===== config.mk =====
export PLATFORM = sky130hd
export DESIGN_NAME = lms_adapt_ctrl
export DESIGN_NICKNAME = d
export VERILOG_FILES = /design/src/rtl/lms_adapt_ctrl_pkg.sv /design/src/rtl/lms_adapt_ctrl_abs_sat.sv /design/src/rtl/lms_adapt_ctrl.sv
export SDC_FILE = /design/constraint.sdc
export NUM_CORES = 1
export LEC_CHECK = 0
export BUFFER_PORTS_ARGS = -buffer_cell sky130_fd_sc_hd__buf_2
export CAP_MARGIN = 15
export CELL_PAD_IN_SITES_DETAIL_PLACEMENT = 2
export CELL_PAD_IN_SITES_GLOBAL_PLACEMENT = 2
export CORE_UTILIZATION = 29
export CTS_CLUSTER_DIAMETER = 120
export CTS_CLUSTER_SIZE = 25
export DETAILED_ROUTE_END_ITERATION = 12
export PLACE_DENSITY = 0.78
export REMOVE_ABC_BUFFERS = 1
export SLEW_MARGIN = 25
export SYNTH_ARGS = -nofsm -noshare
export SYNTH_HDL_FRONTEND = slang
export SYNTH_SLANG_ARGS = --single-unit

===== constraint.sdc =====
create_clock -name i_clk -period 3.6 [get_ports i_clk]
set_input_delay 0.72 -clock i_clk [delete_from_list [all_inputs] [get_ports i_clk]]
set_output_delay 0.72 -clock i_clk [all_outputs]
set_load 0.005 [all_outputs]

===== src/rtl/lms_adapt_ctrl_pkg.sv =====
`default_nettype none
// ============================================================================
// Module   : lms_pkg
// Brief    : Shared state encoding and default constants for lms_adapt_ctrl.
// Revision : 1.0
// ============================================================================
package lms_pkg;

    localparam int          c_NB_DATA   = 32;
    localparam int          c_NBF_DATA  = 16;
    localparam int          c_TRAIN_LEN = 1024;
    localparam int          c_CONV_CNT  = 64;
    localparam logic [31:0] c_MU_TRAIN  = 32'h0000_0200;
    localparam logic [31:0] c_MU_TRACK  = 32'h0000_0020;
    localparam logic [31:0] c_ERR_TH    = 32'h0000_0100;
    localparam logic [31:0] c_DIV_TH    = 32'h0040_0000;

    typedef enum logic [1:0] {
        ST_IDLE   = 2'd0,
        ST_TRAIN  = 2'd1,
        ST_TRACK  = 2'd2,
        ST_FREEZE = 2'd3
    } lms_state_e;

    function automatic logic is_adapting(input lms_state_e s);
        return (s == ST_TRAIN) || (s == ST_TRACK);
    endfunction

endpackage
`default_nettype wire


===== src/rtl/lms_adapt_ctrl_abs_sat.sv =====
`default_nettype none
// ============================================================================
// Module   : abs_sat
// Brief    : Two's-complement absolute value; the most-negative code maps to
//            the largest positive code instead of wrapping.
// Revision : 1.0
// ============================================================================
module abs_sat #(
    parameter int NB = 32
) (
    input  logic [NB-1:0] i_data,
    output logic [NB-1:0] o_abs
);

    localparam logic [NB-1:0] c_MIN = {1'b1, {(NB-1){1'b0}}};
    localparam logic [NB-1:0] c_MAX = {1'b0, {(NB-1){1'b1}}};
    localparam logic [NB-1:0] c_ONE = {{(NB-1){1'b0}}, 1'b1};

    always_comb begin
        o_abs = i_data;
        if (i_data == c_MIN) begin
            o_abs = c_MAX;
        end else if (i_data[NB-1]) begin
            o_abs = ~i_data + c_ONE;
        end
    end

endmodule
`default_nettype wire


===== src/rtl/lms_adapt_ctrl.sv =====
`default_nettype none
// ============================================================================
// Module   : lms_adapt_ctrl
// Brief    : LMS adaptation controller: tap-delay line, error gating, step-size
//            schedule (TRAIN/TRACK), freeze and convergence detection.
//            Optional divergence recovery: define LMS_CTRL_DIVERGENCE_EN.
// Revision : 1.0
// ============================================================================
module lms_adapt_ctrl
    import lms_pkg::*;
#(
    parameter int                 NB_DATA   = c_NB_DATA,
    parameter int                 NBF_DATA  = c_NBF_DATA,
    parameter int                 TRAIN_LEN = c_TRAIN_LEN,
    parameter int                 CONV_CNT  = c_CONV_CNT,
    parameter logic [NB_DATA-1:0] MU_TRAIN  = NB_DATA'(c_MU_TRAIN),
    parameter logic [NB_DATA-1:0] MU_TRACK  = NB_DATA'(c_MU_TRACK),
    parameter logic [NB_DATA-1:0] ERR_TH    = NB_DATA'(c_ERR_TH),
    parameter logic [NB_DATA-1:0] DIV_TH    = NB_DATA'(c_DIV_TH)
) (
    input  logic                               i_clk,
    input  logic                               i_rst,
    input  logic                               i_enable,
    input  logic                               i_freeze,
    input  logic                               i_valid,
    input  logic [NB_DATA-1:0]                 i_sample,
    input  logic [NB_DATA-1:0]                 i_error,
    output logic [NB_DATA-1:0]                 o_x0,
    output logic [NB_DATA-1:0]                 o_x1,
    output logic [NB_DATA-1:0]                 o_x2,
    output logic [NB_DATA-1:0]                 o_error,
    output logic [NB_DATA-1:0]                 o_mu,
    output logic                               o_lms_rst,
    output logic [1:0]                         o_state,
    output logic                               o_converged,
    output logic                               o_diverged,
    output logic [$clog2(TRAIN_LEN+1)-1:0]     o_train_cnt
);

    localparam int               c_TCW        = $clog2(TRAIN_LEN + 1);
    localparam int               c_RCW        = $clog2(CONV_CNT + 1);
    localparam logic [c_TCW-1:0] c_TRAIN_LAST = c_TCW'(TRAIN_LEN - 1);
    localparam logic [c_TCW-1:0] c_TRAIN_MAX  = c_TCW'(TRAIN_LEN);
    localparam logic [c_TCW-1:0] c_TCNT_ONE   = c_TCW'(1);
    localparam logic [c_RCW-1:0] c_CONV_MAX   = c_RCW'(CONV_CNT);
    localparam logic [c_RCW-1:0] c_RCNT_ONE   = c_RCW'(1);

    if (NBF_DATA >= NB_DATA) begin : g_chk_nbf
        $error("NBF_DATA must be smaller than NB_DATA");
    end

    lms_state_e           r_state;
    lms_state_e           r_saved;
    lms_state_e           w_next;
    lms_state_e           w_saved_next;
    logic [NB_DATA-1:0]   r_x0, r_x1, r_x2;
    logic [NB_DATA-1:0]   r_error, w_error_next;
    logic [NB_DATA-1:0]   r_mu, w_mu_next;
    logic                 r_lms_rst, w_lms_rst_next;
    logic [c_TCW-1:0]     r_train_cnt, w_train_cnt_next;
    logic [c_RCW-1:0]     r_run_cnt, w_run_cnt_next, w_run_inc;
    logic                 r_conv, w_conv_next;
    logic                 r_div;
    logic [NB_DATA-1:0]   w_abs;
    logic                 w_small;
    logic                 w_active;
    logic                 w_train_done;
    logic                 w_upd;
    logic                 w_div_evt;
    logic                 w_line_clr;

    abs_sat #(
        .NB     (NB_DATA)
    ) u_abs_sat (
        .i_data (i_error),
        .o_abs  (w_abs)
    );

    assign w_small      = (w_abs < ERR_TH);
    assign w_active     = is_adapting(r_state);
    assign w_train_done = (r_state == ST_TRAIN) && i_valid && (r_train_cnt == c_TRAIN_LAST);
    assign w_run_inc    = (r_run_cnt == c_CONV_MAX) ? r_run_cnt : (r_run_cnt + c_RCNT_ONE);

`ifdef LMS_CTRL_DIVERGENCE_EN
    assign w_div_evt = i_enable && i_valid && w_active && (w_abs > DIV_TH);
`else
    logic w_div_th_unused;
    assign w_div_th_unused = ^DIV_TH;
    assign w_div_evt       = 1'b0;
`endif

    // Enable beats divergence, which beats freeze, which beats normal flow.
    always_comb begin
        w_next = r_state;
        if (!i_enable) begin
            w_next = ST_IDLE;
        end else if (w_div_evt) begin
            w_next = ST_TRAIN;
        end else begin
            case (r_state)
                ST_IDLE:   w_next = ST_TRAIN;
                ST_TRAIN: begin
                    if (i_freeze)          w_next = ST_FREEZE;
                    else if (w_train_done) w_next = ST_TRACK;
                end
                ST_TRACK:  if (i_freeze)  w_next = ST_FREEZE;
                ST_FREEZE: if (!i_freeze) w_next = r_saved;
                default:   w_next = ST_IDLE;
            endcase
        end
    end

    always_comb begin
        w_saved_next     = r_saved;
        w_upd            = 1'b0;
        w_error_next     = '0;
        w_mu_next        = r_mu;
        w_lms_rst_next   = 1'b0;
        w_train_cnt_next = r_train_cnt;
        w_run_cnt_next   = r_run_cnt;
        w_conv_next      = r_conv;
        w_line_clr       = (r_state == ST_IDLE) || (w_next == ST_IDLE);

        if ((w_next == ST_FREEZE) && (r_state != ST_FREEZE)) begin
            w_saved_next = r_state;
        end

        // A sample only reaches the datapath if adaptation continues past it.
        w_upd = i_valid && w_active && is_adapting(w_next) && !w_div_evt;
        if (w_upd) begin
            w_error_next = i_error;
        end

        case (w_next)
            ST_IDLE:   w_mu_next = '0;
            ST_TRAIN:  w_mu_next = MU_TRAIN;
            ST_TRACK:  w_mu_next = (r_state == ST_TRAIN) ? MU_TRAIN : MU_TRACK;
            default:   w_mu_next = r_mu;
        endcase

        w_lms_rst_next = (w_next == ST_IDLE) || w_div_evt;

        if ((w_next == ST_IDLE) || w_div_evt) begin
            w_train_cnt_next = '0;
        end else if (w_upd && (r_state == ST_TRAIN) && (r_train_cnt != c_TRAIN_MAX)) begin
            w_train_cnt_next = r_train_cnt + c_TCNT_ONE;
        end

        // Run count and flag survive FREEZE but nothing else outside TRACK.
        if (w_div_evt || ((w_next != ST_TRACK) && (w_next != ST_FREEZE))) begin
            w_run_cnt_next = '0;
            w_conv_next    = 1'b0;
        end else if (w_upd && (r_state == ST_TRACK)) begin
            if (w_small) begin
                w_run_cnt_next = w_run_inc;
                w_conv_next    = (w_run_inc == c_CONV_MAX);
            end else begin
                w_run_cnt_next = '0;
                w_conv_next    = 1'b0;
            end
        end
    end

    always_ff @(posedge i_clk) begin
        if (!i_rst) begin
            r_state     <= ST_IDLE;
            r_saved     <= ST_TRAIN;
            r_x0        <= '0;
            r_x1        <= '0;
            r_x2        <= '0;
            r_error     <= '0;
            r_mu        <= '0;
            r_lms_rst   <= 1'b1;
            r_train_cnt <= '0;
            r_run_cnt   <= '0;
            r_conv      <= 1'b0;
        end else begin
            r_state     <= w_next;
            r_saved     <= w_saved_next;
            r_error     <= w_error_next;
            r_mu        <= w_mu_next;
            r_lms_rst   <= w_lms_rst_next;
            r_train_cnt <= w_train_cnt_next;
            r_run_cnt   <= w_run_cnt_next;
            r_conv      <= w_conv_next;
            if (w_line_clr) begin
                r_x0 <= '0;
                r_x1 <= '0;
                r_x2 <= '0;
            end else if (i_valid) begin
                r_x2 <= r_x1;
                r_x1 <= r_x0;
                r_x0 <= i_sample;
            end
        end
    end

`ifdef LMS_CTRL_DIVERGENCE_EN
    always_ff @(posedge i_clk) begin
        if (!i_rst) begin
            r_div <= 1'b0;
        end else if (w_next == ST_IDLE) begin
            r_div <= 1'b0;
        end else if (w_div_evt) begin
            r_div <= 1'b1;
        end
    end
`else
    assign r_div = 1'b0;
`endif

    assign o_x0        = r_x0;
    assign o_x1        = r_x1;
    assign o_x2        = r_x2;
    assign o_error     = r_error;
    assign o_mu        = r_mu;
    assign o_lms_rst   = r_lms_rst;
    assign o_state     = r_state;
    assign o_converged = r_conv;
    assign o_diverged  = r_div;
    assign o_train_cnt = r_train_cnt;

endmodule
`default_nettype wire


==> results of run 1 <==
layout make-up:
class                   instances  share of cell area [%]
multi-input cells             494                    38.3
flip-flops and latches        154                    36.4
repair buffers                221                    13.6
clock buffers                  18                    5.07
well taps                     285                    4.21
clock inverters                14                    1.79
inverters                      12                   0.532
power by group through the flow:
stage	clock network [mW]	logic, mW	registers (mW)
6_report	1.75	0.232	1.72
5_1_grt	1.89	0.254	1.72
4_1_cts	1.82	0.235	1.72
3_5_place_dp	0	0.233	1.76
3_3_place_gp	0	0.229	1.76
2_1_floorplan	0	0.0973	1.76
synth_stat cells, types with 3 or more instances:
| library cell | number | area, sq um |
|---|---|---|
| xnor2_1 | 3 | 26.3 |
| nor4_2 | 3 | 37.5 |
| nand3_1 | 16 | 80.1 |
| xor2_1 | 11 | 96.3 |
| nor3_1 | 18 | 90.1 |
| buf_4 | 32 | 240 |
| or4_1 | 3 | 22.5 |
| nand4_1 | 11 | 68.8 |
| buf_1 | 3 | 11.3 |
| nand3b_1 | 3 | 22.5 |
| or3_1 | 4 | 25.0 |
| a31oi_1 | 3 | 18.8 |
| inv_1 | 12 | 45.0 |
| mux2i_1 | 101 | 1010 |
| clkbuf_1 | 17 | 63.8 |
| o211ai_1 | 6 | 45.0 |
| nand4b_1 | 4 | 35.0 |
| buf_2 | 7 | 35.0 |
| and3_1 | 3 | 18.8 |
| nand2_1 | 23 | 86.3 |
| dfxtp_1 | 154 | 3080 |
| nor2b_1 | 4 | 25.0 |
| buf_6 | 5 | 56.3 |
| and2_1 | 40 | 250 |
| nor4_1 | 8 | 50.1 |
| nor2_1 | 125 | 469 |
| ha_1 | 8 | 100 |
| o21ai_0 | 5 | 25.0 |
| a21oi_1 | 15 | 75.1 |
routing by layer:
layer	up-vias	routed length, um	track usage [%]	share of wire (%)
met5	-	27	0	0.13
met4	4	285	5.05	1.4
met3	25	1180	5.16	5.9
met2	157	10400	32.1	52
met1	2817	8170	18.4	41
li1	2755	-	-	-
worst reg2reg max path: stages, from the launching register on:
cell and delay (ns):
dfxtp_1 0.48, ha_1 0.39, nand4b_1 0.13, or4_4 0.53, a31oi_4 0.26, a21bo_1 0.26
a311oi_2 0.27, buf_4 0.23, nand4_1 0.14, xor2_1 0.16, nor2_1 0.05
placed cells by master (no fill, tap or decap), types with 3 or more instances in the layout:
master	count
nand3b_1	3
a31oi_1	3
nor2b_1	4
or4_1	3
buf_2	212
o211ai_1	6
nor4_1	8
xor2_1	11
clkinvlp_4	3
nand4_1	11
buf_4	7
xnor2_1	3
nand2_1	23
inv_1	12
and3_1	3
nand4b_1	4
and2_1	40
inv_8	4
ha_1	8
a21oi_1	15
mux2i_1	101
nor2_1	125
conb_1	31
or3_1	4
dfxtp_1	154
o21ai_0	5
inv_6	4
clkinv_8	3
nand3_1	16
nor3_1	18
nor4_2	3
clkbuf_16	17
stage by stage:
step / util [%] / hold slack (ns) / cells
after floorplan: - / 0.444 / 660
after global placement: 34.8 / 0.444 / 1165
after detailed placement: 34.9 / 0.453 / 1166
after CTS: 37.5 / 0.469 / 1198
after global routing: 37.5 / 0.499 / 1198
final: 37.5 / 0.463 / 1198
cells by family after synthesis:
logic type	Yosys count	share of synthesized area (%)
buffers and inverters	77	6.85
and+or+nand+nor	280	21.6
DFF	154	46.3
xor gates and xnor gates	14	1.84
other	1	0.0563
AOI/OAI and AO/OA	59	6.55
muxes	102	15.3
adders and majority gates	8	1.50
state kept, by name (all words and copies together) (netlist names):
| signal | cells |
|---|---|
| o_error | 32 |
| o_x0 | 32 |
| o_x1 | 32 |
| o_x2 | 32 |
| o_train_cnt | 11 |
| r_run_cnt | 7 |
| o_mu | 2 |
| o_state | 2 |
| r_saved | 2 |
| o_converged | 1 |
| o_lms_rst | 1 |
how the worst max path moves through the flow:
stage / start / endpoint / slack [ns] / cells past startpoint
2_1_floorplan: o_state[0]$_SDFF_PN0_ / o_x0[0]$_SDFFE_PP0P_ / -0.56 / 8
3_3_place_gp: i_error[4] / r_run_cnt[4]$_SDFFE_PP0P_ / 0.38 / 9
3_5_place_dp: i_error[23] / r_run_cnt[2]$_SDFFE_PP0P_ / 0.25 / 9
4_1_cts: o_state[0]$_SDFF_PN0_ / o_train_cnt[8]$_SDFFE_PP0P_ / 0.57 / 10
5_1_grt: i_error[23] / r_run_cnt[3]$_SDFFE_PP0P_ / 0.37 / 9
6_report: o_state[0]$_SDFF_PN0_ / o_train_cnt[8]$_SDFFE_PP0P_ / 0.60 / 10
==> impl_metrics.csv, run 1 <==
group,metric,value,unit
critical_path,crit_path_max_fanout,11,
cts,cts_resized,0,
yosys,synth-edff-count,0,
job,drv_cap,0,
cells_and_area,final-seq-area,3080,sq um
min_path,min_to,"o_converged$_SDFFE_PP0P_",
cts,cts.path.max_buffers,2,
power,power_frac_comb,6.3,%
global_routing,grt_overflow,0,
critical_path,crit_path_cell_trace,"ha_1 > nand4b_1 > or4_4 > a31oi_4 > a21bo_1 > a311oi_2 > buf_4 > nand4_1 > xor2_1 > nor2_1",
cells_and_area,drive_above_1_share,29.6,%
floorplanning,coreArea,22600,sq um
cts,htree_levels,4,
placement,post_dp_cell_area,7880,sq um
critical_path,critPathMaxStageDelay,0.53,ns
sta,rsz0062_at_grt,"no",
cts,cts_setup_buffers,0,
cts,cts_buffers,17,
cells_and_area,stdcell_area,8460,sq um
critical_path,crit_slowest_cell,"or4_4",
critical_path,crit_arrival,3.31,ns
yosys,ys_seq_elements,154,
floorplanning,initial_core_util,29.5,%
cells_and_area,antennaDiodeCount,0,
placement,port_buffers,213,
global_routing,grt_pass1_vias,6038,
drt,drtIter0Drc,128,
power,seq_power_share,46.4,%
drt,dr_total_vias,5758,
critical_path,worstSetupPathType,"flip-flop to flip-flop",
cells_and_area,multi_input_area,3250,sq um
sta,worst_pin_slew,0.564,ns
critical_path,end_kind,"flip-flop",
outcome,status,"finished, final reports clean",
drt,post_drt_wl_per_cell,16.8,um
yosys,yosys_warnings,0,
sta,max_clock_freq,0.334,GHz
critical_path,critical_path.top_delay_family,"simple AND/OR/NAND/NOR gates",
sta,setup_ws,0.603,ns
min_path,worstHoldPathType,"flip-flop to flip-flop",
critical_path,required,3.91,ns
placement,gp_congestion,0.851,
critical_path,rr_startpoint,"o_state[0]$_SDFF_PN0_",
cts,path_clk_slew,0.07,ns
power,leakage,3.92,nW
power,power,3.70,mW
floorplanning,die_h,154,um
power,switching_share,26.1,%
yosys,yosysUniqueCellTypes,68,
sta,setup_viol,0,
cts,clock_latency,0.42,ns
cts,cts_tree,"yes",
placement,place_ws,0.251,ns
sta,hold_violations,0,
cts,cts_sinks,154,
floorplanning,die_x,154,um
power,vdd_drop_max,0.253,mV
power,power_density,437,nW/um^2
power,clkPwrFrac,47.3,%
global_routing,grt_pass1_wl,32.0,mm
drt,drc_errors,0,
global_routing,grt_max_degree,97,
yosys,yosysSeqAreaShare,46.3,%
floorplanning,dieArea,23600,sq um
min_path,min_from,"o_converged$_SDFFE_PP0P_",
critical_path,path_buf_inv,1,
cts,root_buffer,"clkbuf_16",
cells_and_area,areaGrowthSynthToFinish,27.0,%
drt,vias_per_cell,4.81,
min_path,hold_depth,2,
sta,tns,0,ns
critical_path,rr_worst_depth,10,
yosys,avgSynthCellArea,9.59,sq um
global_routing,antenna_found_initial,2,
sta,finalClockSkew,0.0112,ns
yosys,synth-main-ff-cell,"dfxtp_1",
drt,totalWireLength,20.1,mm
yosys,synth_cells,695,
yosys,synth_area,6670,sq um
drt,dr.pass1.iters,4,
placement,dp_hpwl,14.8,mm
power,intPower,2.73,mW
cells_and_area,filler_cell_count,2588,
sta,max_slew_margin,62.4,%
sta,min_period,3.00,ns
critical_path,start_kind,"flip-flop",
yosys,synth-async-reset-ratio,0,%
critical_path,rr_endpoint,"o_train_cnt[8]$_SDFFE_PP0P_",
critical_path,r2r_slack,0.60,ns
floorplanning,ios,245,
sta,drv_slew,0,
floorplanning,rows,55,
power,p_sw,0.968,mW
global_routing,track_usage,17.1,%
sta,fin_crit_sh,83.2,%
cts,holdBufCountCts,0,
cells_and_area,nets,977,
drt,ant_nets,0,
Power figures use the tool's default switching activity.
==> run 2, diff against run 1 <==
--- a/config.mk
+++ b/config.mk
@@ -5,15 +5,16 @@
 export SDC_FILE = /design/constraint.sdc
 export NUM_CORES = 1
 export LEC_CHECK = 0
+export ABC_AREA = 1
 export BUFFER_PORTS_ARGS = -buffer_cell sky130_fd_sc_hd__buf_2
 export CAP_MARGIN = 15
 export CELL_PAD_IN_SITES_DETAIL_PLACEMENT = 2
 export CELL_PAD_IN_SITES_GLOBAL_PLACEMENT = 2
-export CORE_UTILIZATION = 29
+export CORE_UTILIZATION = 25
 export CTS_CLUSTER_DIAMETER = 120
 export CTS_CLUSTER_SIZE = 25
 export DETAILED_ROUTE_END_ITERATION = 12
-export PLACE_DENSITY = 0.78
+export PLACE_DENSITY = 0.74
 export REMOVE_ABC_BUFFERS = 1
 export SLEW_MARGIN = 25
 export SYNTH_ARGS = -nofsm -noshare
==> constraint.sdc (replaced) <==
create_clock -name i_clk -period 2.7 [get_ports i_clk]
set_input_delay 0.54 -clock i_clk [delete_from_list [all_inputs] [get_ports i_clk]]
set_output_delay 0.54 -clock i_clk [all_outputs]
set_load 0.005 [all_outputs]
==> run 2 against run 1 <==
Against the previous run: critical endpoint is now o_train_cnt[0]$_SDFFE_PP0P_; die area is 25% higher; design area grew 8.5%; fmax up 21%; worst setup slack got worse by 0.37 ns; synthesized cell count up 35%; global-route usage is 1.1 points lower; combinational power increased by 72%; via count rose by 16%; first-iteration DRC count increased by 99%; wire length increased by 17%; non-clock buffer count grew 4; largest cell class unchanged; sequential cell count unchanged.
==> impl_metrics.csv, run 2 <==
group,metric,value,unit
yosys,yosys-mux-area-fraction,4.44,%
placement,dp_hpwl,17.7,mm
outcome,status,"finished, final reports clean",
critical_path,crit_path_max_fanout,12,
cells_and_area,final_common_cell,"buf_2",
global_routing,grt_pass1_vias,7057,
yosys,synth_compound_area_share,8.46,%
critical_path,rr_endpoint,"o_train_cnt[0]$_SDFFE_PP0P_",
global_routing,grt_pass1_wl,36.9,mm
yosys,avgSynthCellArea,7.69,sq um
critical_path,rr_startpoint,"o_state[0]$_SDFF_PN0_",
floorplanning,coreArea,28100,sq um
yosys,synth_top_family_by_area,"simple AND/OR/NAND/NOR gates",
yosys,synth_cells,938,
drt,wl_met1,10.4,mm
drt,totalWireLength,23.5,mm
drt,dr.pass1.iters,4,
sta,max_clock_freq,0.405,GHz
cts,holdBufCountCts,0,
critical_path,crit_arrival,2.78,ns
sta,fin_crit_sh,91.4,%
yosys,synth-main-ff-cell,"dfxtp_1",
yosys,yosysMostFrequentCell,"nor2_1",
sta,setup_ws,0.231,ns
cts,clock_latency,0.44,ns
sta,finalClockSkew,0.0111,ns
power,vdd_drop_max,0.326,mV
cells_and_area,drive_above_1_share,29.6,%
drt,post_drt_wl_per_cell,15.3,um
sta,hold_violations,0,
drt,ant_nets,0,
yosys,yosys_warnings,0,
cells_and_area,final_cell_mix,"212 x buf_2, 163 x nor2_1, 154 x dfxtp_1, 134 x nand2_1, 104 x inv_1",
drt,top_layer,"met4",
critical_path,rr_worst_depth,14,
global_routing,grt_overflow,0,
floorplanning,initial_core_util,25.7,%
cts,cts.path.max_buffers,2,
global_routing,grt_max_degree,162,
yosys,synthXorXnorAreaFrac,1.46,%
min_path,hold_depth,3,
min_path,worstHoldPathType,"input pin to flip-flop",
cts,htree_levels,4,
yosys,synth_fa_ha_area_share,1.39,%
yosys,synth_area_leaders,"dfxtp_1 43%, nor2_1 8.5%, nand2_1 7.0%",
min_path,min_from,"i_error[0]",
power,power_density,580,nW/um^2
global_routing,antenna_found_initial,1,
cts,cts_tree,"yes",
cts,cts_setup_buffers,0,
floorplanning,ios,245,
floorplanning,die_h,172,um
global_routing,track_usage,16.0,%
cells_and_area,multi_input_area,3360,sq um
sta,setup_viol,0,
yosys,synth_top_area_share,42.7,%
cells_and_area,final_util,32.7,%
drt,drc_errors,0,
job,drv_cap,0,
cells_and_area,filler_cell_count,3382,
placement,dp_cells,1502,
yosys,yosys-top-cells-count,"163 x nor2_1, 154 x dfxtp_1, 134 x nand2_1",
placement,gp_congestion,0.778,
cells_and_area,nets,1220,
power,leakage,4.27,nW
critical_path,end_kind,"flip-flop",
drt,dr_total_vias,6682,
cells_and_area,areaGrowthSynthToFinish,27.2,%
drt,drtIter0Drc,255,
yosys,synth_area,7220,sq um
cts,cts_resized,0,
sta,max_slew_margin,49.0,%
yosys,ys_seq_elements,154,
sta,worst_pin_slew,0.765,ns
placement,place_ws,-0.0150,ns
yosys,yosysSeqAreaShare,42.7,%
yosys,synth-simple-area-share,29.1,%
critical_path,start_kind,"flip-flop",
floorplanning,dieArea,29600,sq um
critical_path,required,3.01,ns
drt,routed-wl-met3,1.57,mm
cells_and_area,final_cells,1534,
floorplanning,rows,61,
sta,drv_slew,0,
critical_path,r2r_slack,0.23,ns
cts,path_clk_slew,0.07,ns
cells_and_area,final-seq-area,3080,sq um
drt,vias_per_cell,4.36,
yosys,synth-edff-count,0,
cts,cts_sinks,154,
critical_path,worstSetupPathType,"flip-flop to flip-flop",
cts,root_buffer,"clkbuf_16",
yosys,yosysUniqueCellTypes,39,
placement,port_buffers,213,
cts,cts_buffers,17,
yosys,synth_top_area_cell,"dfxtp_1",
sta,rsz0062_at_grt,"no",
drt,wl_met2,11.2,mm
yosys,synth-async-reset-ratio,0,%
sta,min_period,2.47,ns
floorplanning,die_x,172,um
min_path,min_to,"o_error[0]$_SDFF_PN0_",
## run 2: changes by cell type after synthesis, moves of 6 or more
cell,before,now
nand2_1,23,134
inv_1,12,104
mux2i_1,101,32
nor2_2,0,53
and2_1,40,0
a21oi_1,15,53
nor2_1,125,163
nand3_1,16,50
a211oi_1,2,32
nor2_4,1,14
nand2_2,0,8
nor3_1,18,10
nor4_1,8,2
## run 2: worst max-delay path by stage
stage	to	startpoint	depth (start not counted)	slack, ns
2_1_floorplan	o_x1[0]$_SDFFE_PP0P_	o_train_cnt[0]$_SDFFE_PP0P_	12	-0.28
3_3_place_gp	r_run_cnt[6]$_SDFFE_PP0P_	i_error[1]	12	0.13
3_5_place_dp	r_run_cnt[2]$_SDFFE_PP0P_	i_error[1]	12	-0.02
4_1_cts	o_error[0]$_SDFF_PN0_	o_state[0]$_SDFF_PN0_	14	0.17
5_1_grt	o_train_cnt[3]$_SDFFE_PP0P_	o_state[1]$_SDFF_PN0_	16	0.04
6_report	o_train_cnt[0]$_SDFFE_PP0P_	o_state[0]$_SDFF_PN0_	14	0.23
## run 2: where the power goes
group,internal [mW],leakage [nW],switching (mW)
Combinational,0.136,2.73,0.262
Clock,1.58,0.302,1.04
Sequential,2.29,1.24,0.00942
## run 2: layout make-up
| type | count | share of cell area, % |
|---|---|---|
| Antenna cell | 1 | 0.0273 |
| Multi-Input combinational cell | 636 | 36.6 |
| Clock buffer | 19 | 4.82 |
| Timing Repair Buffer | 225 | 13.3 |
| Sequential cell | 154 | 33.6 |
| Inverter | 109 | 4.48 |
| Clock inverter | 12 | 2.03 |
| Tap cell | 378 | 5.15 |
## run 2: cell families (layout without fill, tap and decap cells)
| family | Yosys count | after routing |
|---|---|---|
| and+or+nand+nor | 451 | 451 |
| buffers and inverters | 178 | 365 |
| DFF | 154 | 154 |
| AOI/OAI and AO/OA | 102 | 102 |
| muxes | 32 | 32 |
| xor gates and xnor gates | 12 | 12 |
| adders and majority gates | 8 | 8 |
| other | 1 | 32 |
## run 2: critical path: stages, from the launching register on
cell and delay, ns:
dfxtp_1 0.44, inv_1 0.14, ha_1 0.24, inv_1 0.12
nor2_1 0.06, a21oi_1 0.14, nand3_1 0.16, nand2_2 0.14
nand2_2 0.08, nand2_2 0.08, nand2_4 0.07, inv_4 0.15
nand2_2 0.20, o21ai_1 0.25, a21oi_1 0.07
## run 2: per-stage QoR
step / hold WS, ns / TNS, ns / power, mW / cell area [sq um]
final: 0.344 / 0 / 5.32 / 9180
after global placement: 0.458 / 0 / 2.74 / 8550
after CTS: 0.316 / 0 / 5.43 / 9180
after global routing: 0.337 / 0 / 5.54 / 9180
after floorplan: 0.445 / -22.96 / 2.54 / 6850
after detailed placement: 0.464 / -0.0150 / 2.75 / 8550
## run 2: routing by layer
metal  track usage [%]  vias to the layer above
met3              4.65                       28
met2              27.7                      190
met1              18.8                     3148
met5                 0                        -
li1                  -                     3316
met4              5.62                        0
